`src/rtl/mc_control_unit.sv`:
```
// mc_control_unit: multi-cycle MIPS control FSM sequencing FETCH/DECODE/EXEC/MEM/WB.
// Define MC_MEM_WAIT_EN to stall FETCH/MEMRD/MEMWR until mem_ready_i is high.
module mc_control_unit #(
  parameter int ALU_CTRL_W = 4,
  parameter int ZEXT_LOGIC = 1
) (
  input  logic                  clk_i,
  input  logic                  rst_i,
  input  logic [5:0]            op_i,
  input  logic [5:0]            funct_i,
  input  logic                  zero_i,
  input  logic                  mem_ready_i,
  output logic                  pc_write_o,
  output logic                  iord_o,
  output logic                  ir_write_o,
  output logic                  mem_write_o,
  output logic                  reg_write_o,
  output logic [1:0]            reg_dst_o,
  output logic [1:0]            mem_to_reg_o,
  output logic                  alu_src_a_o,
  output logic [1:0]            alu_src_b_o,
  output logic [1:0]            pc_src_o,
  output logic                  imm_zext_o,
  output logic [ALU_CTRL_W-1:0] alu_control_o,
  output logic                  illegal_o,
  output logic [3:0]            state_dbg_o
);

  typedef enum logic [3:0] {
    S_FETCH, S_DECODE, S_MEMADR, S_MEMRD, S_MEMWB, S_MEMWR, S_EXEC, S_ALUWB,
    S_IMMEX, S_IMMWB, S_BRANCH, S_JUMP, S_JR, S_JAL, S_ILLEGAL
  } state_t;

  localparam logic [5:0] OP_RTYPE = 6'b000000;
  localparam logic [5:0] OP_J     = 6'b000010;
  localparam logic [5:0] OP_JAL   = 6'b000011;
  localparam logic [5:0] OP_BEQ   = 6'b000100;
  localparam logic [5:0] OP_BNE   = 6'b000101;
  localparam logic [5:0] OP_ADDI  = 6'b001000;
  localparam logic [5:0] OP_SLTI  = 6'b001010;
  localparam logic [5:0] OP_ANDI  = 6'b001100;
  localparam logic [5:0] OP_ORI   = 6'b001101;
  localparam logic [5:0] OP_LW    = 6'b100011;
  localparam logic [5:0] OP_SW    = 6'b101011;
  localparam logic [5:0] F_JR     = 6'b001000;

  localparam logic [ALU_CTRL_W-1:0] ALU_AND = ALU_CTRL_W'(0);
  localparam logic [ALU_CTRL_W-1:0] ALU_OR  = ALU_CTRL_W'(1);
  localparam logic [ALU_CTRL_W-1:0] ALU_ADD = ALU_CTRL_W'(2);
  localparam logic [ALU_CTRL_W-1:0] ALU_SLL = ALU_CTRL_W'(3);
  localparam logic [ALU_CTRL_W-1:0] ALU_SUB = ALU_CTRL_W'(6);
  localparam logic [ALU_CTRL_W-1:0] ALU_SLT = ALU_CTRL_W'(7);
  localparam logic [ALU_CTRL_W-1:0] ALU_SRL = ALU_CTRL_W'(8);
  localparam logic [ALU_CTRL_W-1:0] ALU_SRA = ALU_CTRL_W'(9);

  state_t                  r_state;
  logic                    w_mem_ok;
  logic                    w_r_legal;
  logic [ALU_CTRL_W-1:0]   w_r_alu;
  logic [ALU_CTRL_W-1:0]   w_imm_alu;
  logic                    w_zext_op;

`ifdef MC_MEM_WAIT_EN
  assign w_mem_ok = mem_ready_i;
`else
  logic w_unused;
  assign w_unused = mem_ready_i;
  assign w_mem_ok = 1'b1;
`endif

  // R-type function decode; anything not listed is flagged as illegal in EXEC.
  always_comb begin
    w_r_legal = 1'b1;
    w_r_alu   = ALU_ADD;
    case (funct_i)
      6'b100000, 6'b100001: w_r_alu = ALU_ADD;
      6'b100010, 6'b100011: w_r_alu = ALU_SUB;
      6'b100100:            w_r_alu = ALU_AND;
      6'b100101:            w_r_alu = ALU_OR;
      6'b101010:            w_r_alu = ALU_SLT;
      6'b000000:            w_r_alu = ALU_SLL;
      6'b000010:            w_r_alu = ALU_SRL;
      6'b000011:            w_r_alu = ALU_SRA;
      default:              w_r_legal = 1'b0;
    endcase
  end

  always_comb begin
    w_imm_alu = ALU_ADD;
    case (op_i)
      OP_SLTI: w_imm_alu = ALU_SLT;
      OP_ANDI: w_imm_alu = ALU_AND;
      OP_ORI:  w_imm_alu = ALU_OR;
      default: w_imm_alu = ALU_ADD;
    endcase
  end

  assign w_zext_op   = (ZEXT_LOGIC != 0) && ((op_i == OP_ANDI) || (op_i == OP_ORI));
  assign state_dbg_o = r_state;

  always_ff @(posedge clk_i) begin
    if (rst_i) begin
      r_state <= S_FETCH;
    end else begin
      case (r_state)
        S_FETCH:  if (w_mem_ok) r_state <= S_DECODE;
        S_DECODE: begin
          case (op_i)
            OP_LW, OP_SW:                       r_state <= S_MEMADR;
            OP_RTYPE:                           r_state <= (funct_i == F_JR) ? S_JR : S_EXEC;
            OP_BEQ, OP_BNE:                     r_state <= S_BRANCH;
            OP_ADDI, OP_SLTI, OP_ANDI, OP_ORI:  r_state <= S_IMMEX;
            OP_J:                               r_state <= S_JUMP;
            OP_JAL:                             r_state <= S_JAL;
            default:                            r_state <= S_ILLEGAL;
          endcase
        end
        S_MEMADR: r_state <= (op_i == OP_SW) ? S_MEMWR : S_MEMRD;
        S_MEMRD:  if (w_mem_ok) r_state <= S_MEMWB;
        S_MEMWR:  if (w_mem_ok) r_state <= S_FETCH;
        S_EXEC:   r_state <= w_r_legal ? S_ALUWB : S_ILLEGAL;
        S_IMMEX:  r_state <= S_IMMWB;
        default:  r_state <= S_FETCH;
      endcase
    end
  end

  // Moore decode; reset overrides the state so no strobe fires on the reset cycle.
  always_comb begin
    pc_write_o    = 1'b0;
    iord_o        = 1'b0;
    ir_write_o    = 1'b0;
    mem_write_o   = 1'b0;
    reg_write_o   = 1'b0;
    reg_dst_o     = 2'd0;
    mem_to_reg_o  = 2'd0;
    alu_src_a_o   = 1'b0;
    alu_src_b_o   = 2'd0;
    pc_src_o      = 2'd0;
    imm_zext_o    = 1'b0;
    alu_control_o = ALU_ADD;
    illegal_o     = 1'b0;
    if (!rst_i) begin
      case (r_state)
        S_FETCH: begin
          ir_write_o  = w_mem_ok;
          pc_write_o  = w_mem_ok;
          alu_src_b_o = 2'd1;
        end
        S_DECODE: alu_src_b_o = 2'd3;
        S_MEMADR: begin
          alu_src_a_o = 1'b1;
          alu_src_b_o = 2'd2;
        end
        S_MEMRD: iord_o = 1'b1;
        S_MEMWB: begin
          mem_to_reg_o = 2'd1;
          reg_write_o  = 1'b1;
        end
        S_MEMWR: begin
          iord_o      = 1'b1;
          mem_write_o = w_mem_ok;
        end
        S_EXEC: begin
          alu_src_a_o   = 1'b1;
          alu_control_o = w_r_alu;
        end
        S_ALUWB: begin
          reg_dst_o   = 2'd1;
          reg_write_o = 1'b1;
        end
        S_IMMEX: begin
          alu_src_a_o   = 1'b1;
          alu_src_b_o   = 2'd2;
          alu_control_o = w_imm_alu;
          imm_zext_o    = w_zext_op;
        end
        S_IMMWB: begin
          reg_write_o = 1'b1;
          imm_zext_o  = w_zext_op;
        end
        S_BRANCH: begin
          alu_src_a_o   = 1'b1;
          alu_control_o = ALU_SUB;
          pc_src_o      = 2'd1;
          pc_write_o    = (op_i == OP_BNE) ? ~zero_i : zero_i;
        end
        S_JUMP: begin
          pc_src_o   = 2'd2;
          pc_write_o = 1'b1;
        end
        S_JR: begin
          pc_src_o   = 2'd3;
          pc_write_o = 1'b1;
        end
        S_JAL: begin
          pc_src_o     = 2'd2;
          pc_write_o   = 1'b1;
          reg_dst_o    = 2'd2;
          mem_to_reg_o = 2'd2;
          reg_write_o  = 1'b1;
        end
        S_ILLEGAL: illegal_o = 1'b1;
        default: ;
      endcase
    end
  end

endmodule
```
`config.mk`:
```
export PLATFORM = sky130hd
export DESIGN_NAME = mc_control_unit
export DESIGN_NICKNAME = d
export VERILOG_FILES = /design/src/rtl/mc_control_unit.sv
export SDC_FILE = /design/constraint.sdc
export NUM_CORES = 1
export LEC_CHECK = 0
export CAP_MARGIN = 20
export CORE_MARGIN = 1
export CORE_UTILIZATION = 42
export CTS_CLUSTER_SIZE = 14
export DETAILED_ROUTE_END_ITERATION = 6
export GPL_TIMING_DRIVEN = 0
export PLACE_DENSITY = 0.83
export SETUP_SLACK_MARGIN = 0.15
export SYNTH_ARGS = -nofsm -noshare
export SYNTH_HDL_FRONTEND = slang
export SYNTH_SLANG_ARGS = --single-unit
```
`constraint.sdc`:
```
create_clock -name clk_i -period 3 [get_ports clk_i]
set_input_delay 0.45 -clock clk_i [delete_from_list [all_inputs] [get_ports clk_i]]
set_output_delay 0.45 -clock clk_i [all_outputs]
set_load 0.01 [all_outputs]
```
==> metrics.txt, run 1 <==
status=finished, final reports clean; unrepaired setup endpoints after global routing=false; Worst-path clk slew=0.03 ns; synthesized instance count=134; gpl congestion=0.868; count of input and output buffers=36; Tcrit/Tclk final=90.4%; TritonCTS clock tree=built; worst relative slew slack=69.1%; Mapped Avg Cell Area=6.06 um2; Nets=191; CP max FO=5; Worst Path Required=2.55 ns; pwr dens=662 nW/um2; Leak=0.434 nW; number of detailed-route iterations in the first pass=4; largest net degree at the start of global routing=11; Worst R2R Path Depth=4; startpoint types=input port; routed len/inst=13.3 um; vias in the first global route=1009; starting density of the core=46.0%; count leader, synth=nor2_1; Synth area leader=dfxtp_1; endpoint type of the worst setup path=primary output; FILL cells=175; Post-CTS Hold Buffers=0; clock buffer depth=2; CTS buffer count=3; post-synth cell types=40; hpwl dp=1990 um; fin crit period=2.71 ns; smallest hold slack=0.620 ns; Data arrival, critical path=2.26 ns; Layout area overhead=51.8%; layout cells sized above 1=8.09%; Core Util, Final=69.9%; final hold viol count=0; Netlist Area Pre-Place=812 um2; Setup Skew=0.00839 ns; gr usage total=27.3%; Post-Syn Nets=150; initial antenna violation count=0; EDFF count, synth=0; die width=46.0 um; synth cell count leaders=20 x nor2_1, 15 x nand2_1, 13 x nor3_1; Root Buffer=clkbuf_4; Pins Over Slew Limit=0; first-pass GRT wire length=4270 um; fin worst setup slack=0.287 ns; synthesized flop and latch total=4; CTS H-tree depth=1; I/O pin total=40; Yosys warnings=0; Starting DRT DRC Count=25; ranking of synthesized cells by area=dfxtp_1 9.9%, nor2_1 9.2%, nor3_1 8.0%; core region area=1760 um2; Max rail drop VDD=0.000743 V; via count=1163; CTS Sinks=4; max FFs per register=4; vias per inst=5.87; area of the die=2110 um2; Post-synth ARST share=0%; Worst Hold Class=reg -> reg; Finish-stage setup viols=0; Seq/Total Area, Yosys=9.86%; worst slack, placed=-0.168 ns; Max Fclk=369 MHz; Worst-Margin Slew=0.464 ns; post-synth top area share=9.86%; Clk Latency, worst-skew pair=0.24 ns; Worst Path Class, Setup=in -> out; GRT overflow=0; hold depth=2; DRC viols=0; final wirelength=2630 um; ANT cells=0; row count=15; max_cap viols=0; ANT nets after route=0; Synth Flop Type=dfxtp_1; Die H=46.0 um
## worst paths after layout
kind	startpoint	end	slack [ns]
setup / recovery	funct_i[2]	alu_control_o[2]	0.29
hold / removal	state_dbg_o[1]$_SDFF_PP0_	state_dbg_o[2]$_SDFF_PP0_	0.62
setup reg to reg	state_dbg_o[2]$_SDFF_PP0_	state_dbg_o[2]$_SDFF_PP0_	1.58
hold reg to reg	state_dbg_o[1]$_SDFF_PP0_	state_dbg_o[2]$_SDFF_PP0_	0.62
## per-layer routing
layer  track usage, %  vias up  part of all wire (%)
met1             35.6      528                    43
met5                0        -                     0
met3             5.16        0                   8.5
met2             46.2       59                    49
met4             5.29        0                     0
li1                 -      576                     -
## cell families after synthesis
group,after synthesis,share of synthesized area (%)
XOR/XNOR,3,3.24
AO/OA/AOI/OAI,36,28.8
flip-flops,4,9.86
buffers and inverters,13,8.94
AND/OR/NAND/NOR,78,49.2
## layout by cell type (no fill, tap or decap), types with 2 or more instances in the layout
| cell type | instances |
|---|---|
| a21o_1 | 3 |
| a21oi_1 | 8 |
| a31oi_1 | 3 |
| clkbuf_1 | 4 |
| clkbuf_4 | 3 |
| clkbuf_8 | 2 |
| clkdlybuf4s50_1 | 33 |
| dfxtp_1 | 4 |
| dlygate4sd2_1 | 3 |
| inv_1 | 4 |
| nand2_1 | 15 |
| nand2b_1 | 7 |
| nand3_1 | 6 |
| nor2_1 | 20 |
| nor2b_1 | 2 |
| nor3_1 | 12 |
| nor4_1 | 5 |
| o21ai_0 | 7 |
| o22ai_1 | 3 |
| or3_1 | 3 |
| xnor2_1 | 2 |
## final cells by class
| type | count | area (um2) | area share, % |
|---|---|---|---|
| Buffer | 9 | 58.8 | 4.77 |
| Inverter | 4 | 15.0 | 1.22 |
| Tap cell | 25 | 31.3 | 2.54 |
| Multi-Input combinational cell | 117 | 668 | 54.2 |
| Clock buffer | 3 | 22.5 | 1.83 |
| Timing Repair Buffer | 36 | 357 | 28.9 |
| Sequential cell | 4 | 80.1 | 6.50 |
## critical path: stages
cell and delay, ns:
clkdlybuf4s50_1 0.47, nand2b_1 0.21, nor2_1 0.13, a31oi_1 0.12, o32ai_1 0.29, clkdlybuf4s50_1 0.59
## report_power, final
part	leakage [nW]	internal, mW	switching [mW]
Sequential	0.0330	0.0787	0.0282
Clock	0.0138	0.0447	0.0226
Combinational	0.387	0.289	0.353
Total	0.434	0.412	0.404
## through the flow
stage	cells	cell area [um2]	total power [mW]	TNS, ns
after floorplan	134	812	0.499	0
after global placement	195	1200	0.735	-0.160
after detailed placement	195	1200	0.746	-0.168
after CTS	198	1230	0.812	0
after global routing	198	1230	0.896	0
final	198	1230	0.816	0
## timing repair
item | in CTS | in global routing
endpoints found under the setup margin | 2 | 4
buffers inserted | 0 | 0
resized for setup | 4 | 3
No activity file was read; power rests on OpenSTA's default activity.
==> run 2: changes to the inputs <==
Settings changed: ABC_AREA set to 1, MAX_ROUTING_LAYER set to met4.
==> metrics.txt, run 2 <==
status=finished, final reports clean; first-pass GRT wire length=3840 um; CTS H-tree depth=1; Worst Path Required=2.55 ns; synthesized instance count=159; commonest non-fill, non-tap cell in the layout=clkdlybuf4s50_1; starting density of the core=46.0%; # resized after CTS=0; GRT overflow=0; worst path cell trace=clkdlybuf4s50_1 > nor2_4 > nand3_1 > o21ai_1 > nand3_1 > o21ai_1 > clkdlybuf4s50_1; die width=46.2 um; Root Buffer=clkbuf_4; TritonCTS clock tree=built; largest net degree at the start of global routing=11; Worst R2R Start=state_dbg_o[1]$_SDFF_PP0_; ANT cells=0; Nets=218; ANT nets after route=0; Post-synth ARST share=0%; Post-CTS Hold Buffers=0; Crit path max-delay family=buffers and inverters; area of the die=2130 um2; post-synth cell types=22; Clk Latency, worst-skew pair=0.24 ns; count of input and output buffers=38; Max rail drop VDD=0.000273 V; ranking of synthesized cells by area=nand2_1 16%, nor2_1 12%, inv_1 11%; DRC viols=0; pwr dens=530 nW/um2; Setup Skew=0.00246 ns; startpoint types=input port; max_cap viols=0; # Post-CTS Setup Buffers=0; Leak=0.601 nW; core region area=1780 um2; worst relative slew slack=80.4%; Worst R2R End=state_dbg_o[0]$_SDFF_PP0_; Pins Over Slew Limit=0; initial antenna violation count=0; sink of the worst hold path=state_dbg_o[0]$_SDFF_PP0_; gpl congestion=0.849; final wirelength=2370 um; vias in the first global route=964; hold wc startpoint=state_dbg_o[2]$_SDFF_PP0_; Max Fclk=374 MHz; final hold viol count=0; Crit-path slowest cell=clkdlybuf4s50_1; synthesized flop and latch total=4; CP max FO=8; R2R Setup Slk=1.72 ns; Worst Path Buf+Inv=2; number of detailed-route iterations in the first pass=4; CTS Sinks=4; Synth area leader=nand2_1; Tcrit/Tclk final=89.1%; Finish-stage setup viols=0; max FFs per register=4; clock buffer depth=2; fin crit period=2.67 ns; Worst-path clk slew=0.04 ns; Layout area overhead=53.3%; vias per inst=4.90; count leader, synth=nand2_1; row count=15; Seq/Total Area, Yosys=9.77%; Starting DRT DRC Count=30; Worst Path Class, Setup=in -> out; Yosys warnings=0; endpoint type of the worst setup path=primary output; hold depth=4; Core Util, Final=70.5%; CTS buffer count=3; most frequent cells in the layout=37 x clkdlybuf4s50_1, 35 x nand2_1, 26 x nor2_1; Worst-Margin Slew=0.292 ns; I/O pin total=40; EDFF count, synth=0; Worst Hold Class=reg -> reg; synth cell count leaders=35 x nand2_1, 26 x nor2_1, 24 x inv_1; layout cells sized above 1=16.0%; hpwl dp=2030 um; post-synth top area share=16.0%; Netlist Area Pre-Place=820 um2; unrepaired setup endpoints after global routing=false; slowest stage delay, CP=0.55 ns; Worst R2R Path Depth=6; Mapped Avg Cell Area=5.15 um2; via count=1103; gr usage total=24.7%; routed len/inst=10.5 um; Setup TNS Final=0 ns; Data arrival, critical path=2.22 ns; Post-Syn Nets=175; Die H=46.2 um; Synth Flop Type=dfxtp_1
## run 2: cell types whose count changed in the layout (fill, tap and decap cells not counted), sizes merged, moves of 4 or more
| cell | change |
|---|---|
| inv | +27 |
| nand2 | +22 |
| nor2 | +16 |
| nand3 | +10 |
| nand2b | -8 |
| nor3 | -8 |
| clkbuf | -7 |
| o21ai | +5 |
| clkdlybuf4s50 | +4 |
| nor4 | -4 |
| or3 | -4 |
## run 2: layout make-up
class | instances | area (um2)
Multi-Input combinational cell | 121 | 606
Fill cell | 172 | 527
Timing Repair Buffer | 38 | 383
Inverter | 31 | 116
Sequential cell | 4 | 80.1
Tap cell | 25 | 31.3
Clock buffer | 3 | 22.5
Buffer | 3 | 17.5
## run 2: worst max path at each step
stage	slack (ns)	startpoint	cells after the start	endpoint
floorplan	1.41	op_i[5]	3	imm_zext_o
global placement	0.35	op_i[2]	8	alu_control_o[0]
detailed placement	0.30	op_i[2]	8	alu_control_o[0]
CTS	0.30	op_i[2]	8	alu_control_o[0]
global route	0.17	op_i[3]	8	alu_control_o[0]
finish	0.33	op_i[5]	7	alu_control_o[0]
## run 2: logic make-up (layout without fill, tap and decap cells)
family | after synthesis | in the layout | share of synthesized area, %
flip-flops | 4 | 4 | 9.77
buffers and inverters | 34 | 75 | 16.3
AO/OA/AOI/OAI | 26 | 26 | 18.9
AND/OR/NAND/NOR | 95 | 95 | 55.0
## run 2: tightest hold or removal path: cells and delay by family (launching register included)
kind	cells	cell delay, ns
flip-flops	1	0.36
AND/OR/NAND/NOR	2	0.18
AO/OA/AOI/OAI	2	0.13
## run 2: layer usage
| layer | GRT usage [%] | part of all wire [%] | vias up |
|---|---|---|---|
| met2 | 43.9 | 50 | 28 |
| li1 | - | - | 588 |
| met4 | 6.47 | 1.1 | 0 |
| met3 | 1.57 | 3.3 | 4 |
| met1 | 29.6 | 45 | 483 |
| met5 | - | 0 | - |
## run 2: metrics by stage
stage / worst slack (ns) / hold slack (ns) / cell area (um2) / std cells / total power [mW]
floorplan: 1.41 / 0.698 / 820 / 159 / 0.389
global placement: 0.350 / 0.705 / 1230 / 222 / 0.591
detailed placement: 0.304 / 0.722 / 1230 / 222 / 0.598
CTS: 0.302 / 0.734 / 1250 / 225 / 0.666
global route: 0.171 / 0.789 / 1260 / 225 / 0.722
finish: 0.328 / 0.740 / 1260 / 225 / 0.665
## run 2: where the power goes
group / leakage, nW / switching, mW / total, mW / internal [mW]
Clock: 0.0138 / 0.0220 / 0.0667 / 0.0447
Sequential: 0.0330 / 0.0290 / 0.104 / 0.0751
Combinational: 0.554 / 0.273 / 0.494 / 0.222
==> run 3: changes to the inputs <==
Settings changed: ABC_AREA 1 to unset.
==> metrics.txt, run 3 (same netlist as run 1, synthesis figures left out) <==
Reg power frac=13.2%; Worst Path Required=2.55 ns; final hold viol count=0; startpoint types=input port; # Post-CTS Setup Buffers=0; Tcrit/Tclk final=91.0%; smallest hold slack=0.623 ns; CTS H-tree depth=1; FILL cells=184; via count=1128; Worst-path clk slew=0.03 ns; core region area=1760 um2; hold depth=2; Max rail drop VDD=0.000789 V; number of detailed-route iterations in the first pass=4; Die H=46.0 um; Placed Cells=195; DRC viols=0; status=finished, final reports clean; Clock power frac=8.0%; Starting DRT DRC Count=28; largest net degree at the start of global routing=11; Nets=191; CTS Sinks=4; Multi-input gate area=664 um2; Worst Hold Class=reg -> reg; GRT overflow=0; I/O pin total=40; Setup Skew=0.00523 ns; final cell count without fillers=198; Pins Over Slew Limit=0; hpwl dp=2010 um; final instance area=1230 um2; M1 GR Usage=38.0%; Worst Path Class, Setup=in -> out; row count=15; initial antenna violation count=0; Worst R2R Path Depth=4; M3 GR Usage=4.76%; ANT nets after route=0; register area=80.1 um2; Worst-Margin Slew=0.479 ns; Leak=0.433 nW; endpoint type of the worst setup path=primary output; TritonCTS clock tree=built; Post-CTS Hold Buffers=0; Data arrival, critical path=2.28 ns; vias in the first global route=938; combinational power share=78.8%; clock buffer depth=2; final wirelength=2560 um; vias per inst=5.70; Finish-stage setup viols=0; pwr dens=668 nW/um2; first-pass GRT wire length=4150 um; gpl congestion=0.873; layout cells sized above 1=8.09%; Layout area overhead=51.3%; fin crit period=2.73 ns; DP Area=1200 um2; Sw Share=49.8%; routed len/inst=12.9 um; CP max FO=5; # resized after CTS=4; M2 GR Usage=41.4%; die width=46.0 um; Max Fclk=366 MHz; worst relative slew slack=68.0%; P_int=412 uW; Clk Latency, worst-skew pair=0.23 ns; ANT cells=0; commonest non-fill, non-tap cell in the layout=clkdlybuf4s50_1; net load switching power=409 uW; max FFs per register=4; max_cap viols=0; area of the die=2110 um2; CTS buffer count=3; gr usage total=27.4%; GR peak layer=met2; most frequent cells in the layout=33 x clkdlybuf4s50_1, 20 x nor2_1, 15 x nand2_1; count of input and output buffers=36; unrepaired setup endpoints after global routing=false; starting density of the core=46.0%; Root Buffer=clkbuf_4
-- run 3: cell types whose count changed in the layout (fill, tap and decap cells not counted), moves of 7 or more --
cell | before | now
inv_1 | 24 | 4
inv_2 | 7 | 0
nand2_1 | 35 | 15
nand2b_1 | 0 | 7
nand3_1 | 14 | 6
nor3_1 | 4 | 12
o21ai_1 | 8 | 0
-- run 3: worst max-delay path: stages --
cell and delay (ns):
clkdlybuf4s50_1 0.47, nand2b_1 0.21, nor2_1 0.13, a31oi_1 0.12, o32ai_1 0.31, clkdlybuf4s50_1 0.59
-- run 3: power groups by stage --
stage | registers (mW) | clock network (mW) | logic (mW)
6_report | 0.109 | 0.0654 | 0.647
4_1_cts | 0.107 | 0.0673 | 0.639
3_5_place_dp | 0.107 | 0 | 0.640
5_1_grt | 0.113 | 0.0739 | 0.702
2_1_floorplan | 0.115 | 0 | 0.385
3_3_place_gp | 0.107 | 0 | 0.630
-- run 3: layer usage --
layer | wire, um | vias to the layer above
li1 | - | 569
met1 | 1130 | 499
met2 | 1260 | 58
met3 | 162 | 2
met4 | 7 | 0
met5 | 0 | -
-- run 3: stage by stage --
step	setup TNS, ns	total power, mW	setup slack (ns)	util [%]
global route	0	0.889	0.167	69.6
floorplan	0	0.499	0.962	-
CTS	0	0.814	0.217	69.6
finish	0	0.821	0.271	69.6
detailed placement	-0.152	0.748	-0.152	68.2
global placement	-0.163	0.736	-0.163	68.2
-- run 3: final timing paths --
kind	start	endpoint	slack, ns
min reg2reg	state_dbg_o[1]$_SDFF_PP0_	state_dbg_o[2]$_SDFF_PP0_	0.62
max	funct_i[2]	alu_control_o[2]	0.27
max reg2reg	state_dbg_o[3]$_SDFF_PP0_	state_dbg_o[0]$_SDFF_PP0_	1.58
min	state_dbg_o[1]$_SDFF_PP0_	state_dbg_o[2]$_SDFF_PP0_	0.62
-- run 3: area by class of cell --
cell class / instances / area share [%]
Sequential cell: 4 / 6.52
Multi-Input combinational cell: 117 / 54.1
Tap cell: 25 / 2.55
Inverter: 4 / 1.22
Clock buffer: 3 / 1.83
Timing Repair Buffer: 36 / 29.0
Buffer: 9 / 4.79
==> edit 1: new RTL, config.mk and constraints of run 2 <==
The option `MC_MEM_WAIT_EN` is turned on by a define.
--- a/src/rtl/mc_control_unit.sv
+++ b/src/rtl/mc_control_unit.sv
@@ -1,5 +1,7 @@
 // mc_control_unit: multi-cycle MIPS control FSM sequencing FETCH/DECODE/EXEC/MEM/WB.
 // Define MC_MEM_WAIT_EN to stall FETCH/MEMRD/MEMWR until mem_ready_i is high.
+`define MC_MEM_WAIT_EN
+
 module mc_control_unit #(
   parameter int ALU_CTRL_W = 4,
   parameter int ZEXT_LOGIC = 1
Function: changed (Yosys sat finds a counterexample within 4 cycles, from zero or initial values and one cycle with rst_i high).
==> edit 1 against run 2 <==
- clock power is 3.3% higher
- largest power group unchanged
- critical path type unchanged
- area after synthesis is 3.4% lower
- core utilization rose by 1.7 points
- cell area grew 0.20%
- power grew 6.2%
- worst setup slack got worse by 47 ps
- sequential cell count did not move
- wire length increased by 12%
==> edit 1: results (changes against run 2) <==
synth_commonest_cells: "35 x nor2_1, 32 x nand2_1, 21 x inv_1"  # was 35 x nand2_1, 26 x nor2_1, 24 x inv_1
setup_violations: 0  # unchanged
io_buffers: 39  # was 38
avgViaCountPerCell: 5.31  # was 4.90
yosys_warnings: 0  # unchanged
htree_levels: 1  # unchanged
ys_seq_area_share_pct: 10.1  # was 9.77%
clock-skew-final_ps: 6.73  # was 2.46 ps
grt_pass1_wl_um: 4370  # was 3840 um
grt_use_total_pct: 29.2  # was 24.7%
crit_arrival_ps: 2270  # was 2220 ps
drive_gt1_share_pct: 8.96  # was 16.0%
antenna_found_initial: 0  # unchanged
wl_per_cell_um: 11.7  # was 10.5 um
hpwlAfterDp_um: 2140  # was 2030 um
synth_cells: 158  # was 159
cts_inserted_buffers: 3  # unchanged
ys_types: 24  # was 22
hold_path_class: "reg -> reg"  # unchanged
nFillCells: 164  # was 172
wirelength_um: 2650  # was 2370 um
vdd_ir_drop_max_mv: 0.593  # was 0.273 mV
syn_nets: 174  # was 175
drtIter0Drc: 51  # was 30
place.gp.congestion: 0.933  # was 0.849
status: "complete, no violations"  # unchanged
grt_pass1_vias: 1047  # was 964
p_leak_nw: 0.556  # was 0.601 nW
clockBufferDepth: 2  # unchanged
clkLatencyLatePin_ps: 240  # about the same
synth_area_leaders: "nor2_1 17%, nand2_1 15%, dfxtp_1 10%"  # was nand2_1 16%, nor2_1 12%, inv_1 11%
## edit 1: cell type report
| cell class | instances | share of cell area [%] |
|---|---|---|
| clock buffers | 3 | 1.79 |
| repair buffers | 40 | 31.8 |
| multi-input cells | 127 | 49.2 |
| inverters | 24 | 7.16 |
| well taps | 25 | 2.49 |
| plain buffers | 3 | 1.19 |
| flip-flops and latches | 4 | 6.36 |
## edit 1: critical path, cell delays in order
cell             delay [ps]
clkdlybuf4s50_1         460
nor2_4                  200
nand4_1                 140
nor2_2                  150
or2_2                   130
nand3_1                  50
a31oi_1                 130
clkdlybuf4s50_1         550
## edit 1: worst paths after layout
path	from	endpoint	slack (ps)	depth (start not counted)
hold reg to reg	state_dbg_o[2]	state_dbg_o[2]	580	2
hold / removal	state_dbg_o[2]	state_dbg_o[2]	580	2
setup / recovery	op_i[4]	pc_write_o	280	8
setup reg to reg	state_dbg_o[1]	state_dbg_o[0]	1490	8
## edit 1: report_power, final
group,internal [mW],switching [mW]
sequential,0.0757,0.0459
combinational,0.225,0.291
clock,0.0448,0.0240
total,0.345,0.361
## edit 1: per-stage QoR
step / cell area [sq um] / util (%) / setup WS [ps]
floorplan: 792 / - / 1240
global placement: 1210 / 69.5 / 168
detailed placement: 1210 / 69.5 / 166
CTS: 1240 / 70.8 / 164
global route: 1260 / 72.1 / 157
finish: 1260 / 72.1 / 281
## edit 1: logic make-up (layout without fill, tap and decap cells)
kind of cell	count (synthesis)	count (layout)	synth area share (%)
buffers and inverters	27	70	13.3
AO/OA/AOI/OAI	22	22	15.6
flip-flops	4	4	10.1
AND/OR/NAND/NOR	105	105	61.0
## edit 1: routing by layer
| metal | vias to the layer above | global-route usage (%) | share of wire [%] | routed length, um |
|---|---|---|---|---|
| li1 | 614 | - | - | - |
| met2 | 54 | 48.9 | 50 | 1310 |
| met3 | 6 | 5.95 | 6.5 | 171 |
| met5 | - | - | 0 | 0 |
| met4 | 0 | 4.85 | 1.1 | 28 |
| met1 | 525 | 36.3 | 43 | 1140 |
## edit 1: repair_timing
action | CTS | global route
setup buffers | 0 | 1
hold endpoints to repair | 0 | 0
resized for setup | 0 | 5
endpoints found under the setup margin | 0 | 2
==> edit 2: new RTL, flow settings as in run 2 <==
Made on the original files. Reset style: asynchronous (`rst_i`), changed in one clocked block.
--- a/src/rtl/mc_control_unit.sv
+++ b/src/rtl/mc_control_unit.sv
@@ -98,7 +98,7 @@
   assign w_zext_op   = (ZEXT_LOGIC != 0) && ((op_i == OP_ANDI) || (op_i == OP_ORI));
   assign state_dbg_o = r_state;
 
-  always_ff @(posedge clk_i) begin
+  always_ff @(posedge clk_i or posedge rst_i) begin
     if (rst_i) begin
       r_state <= S_FETCH;
     end else begin
Function: differs if rst_i is asserted again (counterexample within 4 cycles, from zero or initial values and one cycle with rst_i high); with rst_i held inactive, the same outputs for 10 cycles.
==> edit 2 against run 2 <==
- worst setup slack improved by 30 ps
- core utilization shrank 0.82 points
- via count increased by 1.8%
- sequential cell count unchanged
- sequential share of layout area increased by 2.0 points
- sequential power up 9.6%
- final cell count is 2.7% lower
- area after synthesis fell by 5.0%
- global-route usage rose by 1.3 points
- power is 0.32% lower
- cell area decreased by 4.3%
- wire length shrank 1.1%
- die area fell by 4.8%
- largest power group unchanged
==> edit 2: results (changes against run 2) <==
status: "complete, no violations"  # unchanged
synth_area_leaders: "nor2_1 17%, nand2_1 16%, dfrtp_1 13%"  # was nand2_1 16%, nor2_1 12%, inv_1 11%
rr_worst_depth: 5  # was 6
max_slew_margin_pct: 74.7  # was 80.4%
use_met1_pct: 33.0  # was 29.6%
wl_met3_um: 146  # was 79 um
dr_wl_met2_um: 1100  # was 1190 um
use_met3_pct: 3.60  # was 1.57%
grt_pass1_vias: 978  # was 964
nNetsFinal: 212  # was 218
switching_power_uw: 326  # was 324 uW
synthFlopType: "dfrtp_1"  # was dfxtp_1
syn_nets: 170  # was 175
hpwlAfterDp_um: 1910  # was 2030 um
synthArstFlopShare_pct: 100  # was 0%
wl_met1_um: 1050  # was 1070 um
avgViaCountPerCell: 5.13  # was 4.90
drtIter0Drc: 47  # was 30
synth_commonest_cells: "36 x nor2_1, 33 x nand2_1, 23 x inv_1"  # was 35 x nand2_1, 26 x nor2_1, 24 x inv_1
grt_use_total_pct: 25.9  # was 24.7%
crit_arrival_ps: 2190  # was 2220 ps
vdd_ir_drop_max_mv: 0.373  # was 0.273 mV
place.gp.congestion: 0.903  # was 0.849
rr_startpoint: "state_dbg_o[2]"  # was state_dbg_o[1]
drive_gt1_share_pct: 6.70  # was 16.0%
io_buffers: 37  # was 38
reg2reg_to: "state_dbg_o[0]"  # unchanged
wl_per_cell_um: 10.7  # was 10.5 um
## edit 2: power groups by stage
stage          combinational [mW]  sequential, mW  clock, mW
2_1_floorplan               0.265           0.117          0
3_3_place_gp                0.474           0.113          0
3_5_place_dp                0.481           0.113          0
4_1_cts                     0.483           0.113     0.0686
5_1_grt                     0.531           0.117     0.0723
6_report                    0.483           0.114     0.0657
## edit 2: kinds of logic (layout without fill, tap and decap cells)
logic type,Yosys count,after routing,share of synthesized area [%]
AO/OA/AOI/OAI,21,21,15.8
buffers and inverters,28,68,14.5
flip-flops,4,4,12.9
AND/OR/NAND/NOR,101,101,56.9
## edit 2: critical path, stage by stage
cell and delay (ps):
clkdlybuf4s50_1 530, inv_1 70, nor2_1 180, nand3_1 110, nand2_1 100, o2111ai_1 110
o21ai_1 100, clkdlybuf4s50_1 550
## edit 2: final cells by class
type,count,share of cell area (%)
timing repair buffer,37,30.8
buffer,3,1.56
sequential,4,8.32
tap,25,2.60
clock buffer,3,1.87
inverter,25,7.80
multi-input combinational,122,47.0
## edit 2: worst max path at each step
stage	startpoint	end	slack [ps]
floorplan	state_dbg_o[1]	pc_write_o	1400
global placement	op_i[4]	alu_control_o[0]	360
detailed placement	op_i[4]	alu_control_o[0]	370
CTS	op_i[4]	alu_control_o[0]	360
global route	funct_i[5]	alu_control_o[0]	180
finish	op_i[3]	alu_control_o[0]	360
## edit 2: through the flow
step	cell area, sq um	hold slack [ps]	std cells	utilization [%]
final	1200	659	219	69.6
after global routing	1200	700	219	69.6
after CTS	1200	674	219	69.6
after detailed placement	1180	711	216	68.3
after global placement	1180	699	216	68.3
after floorplan	778	263	154	-
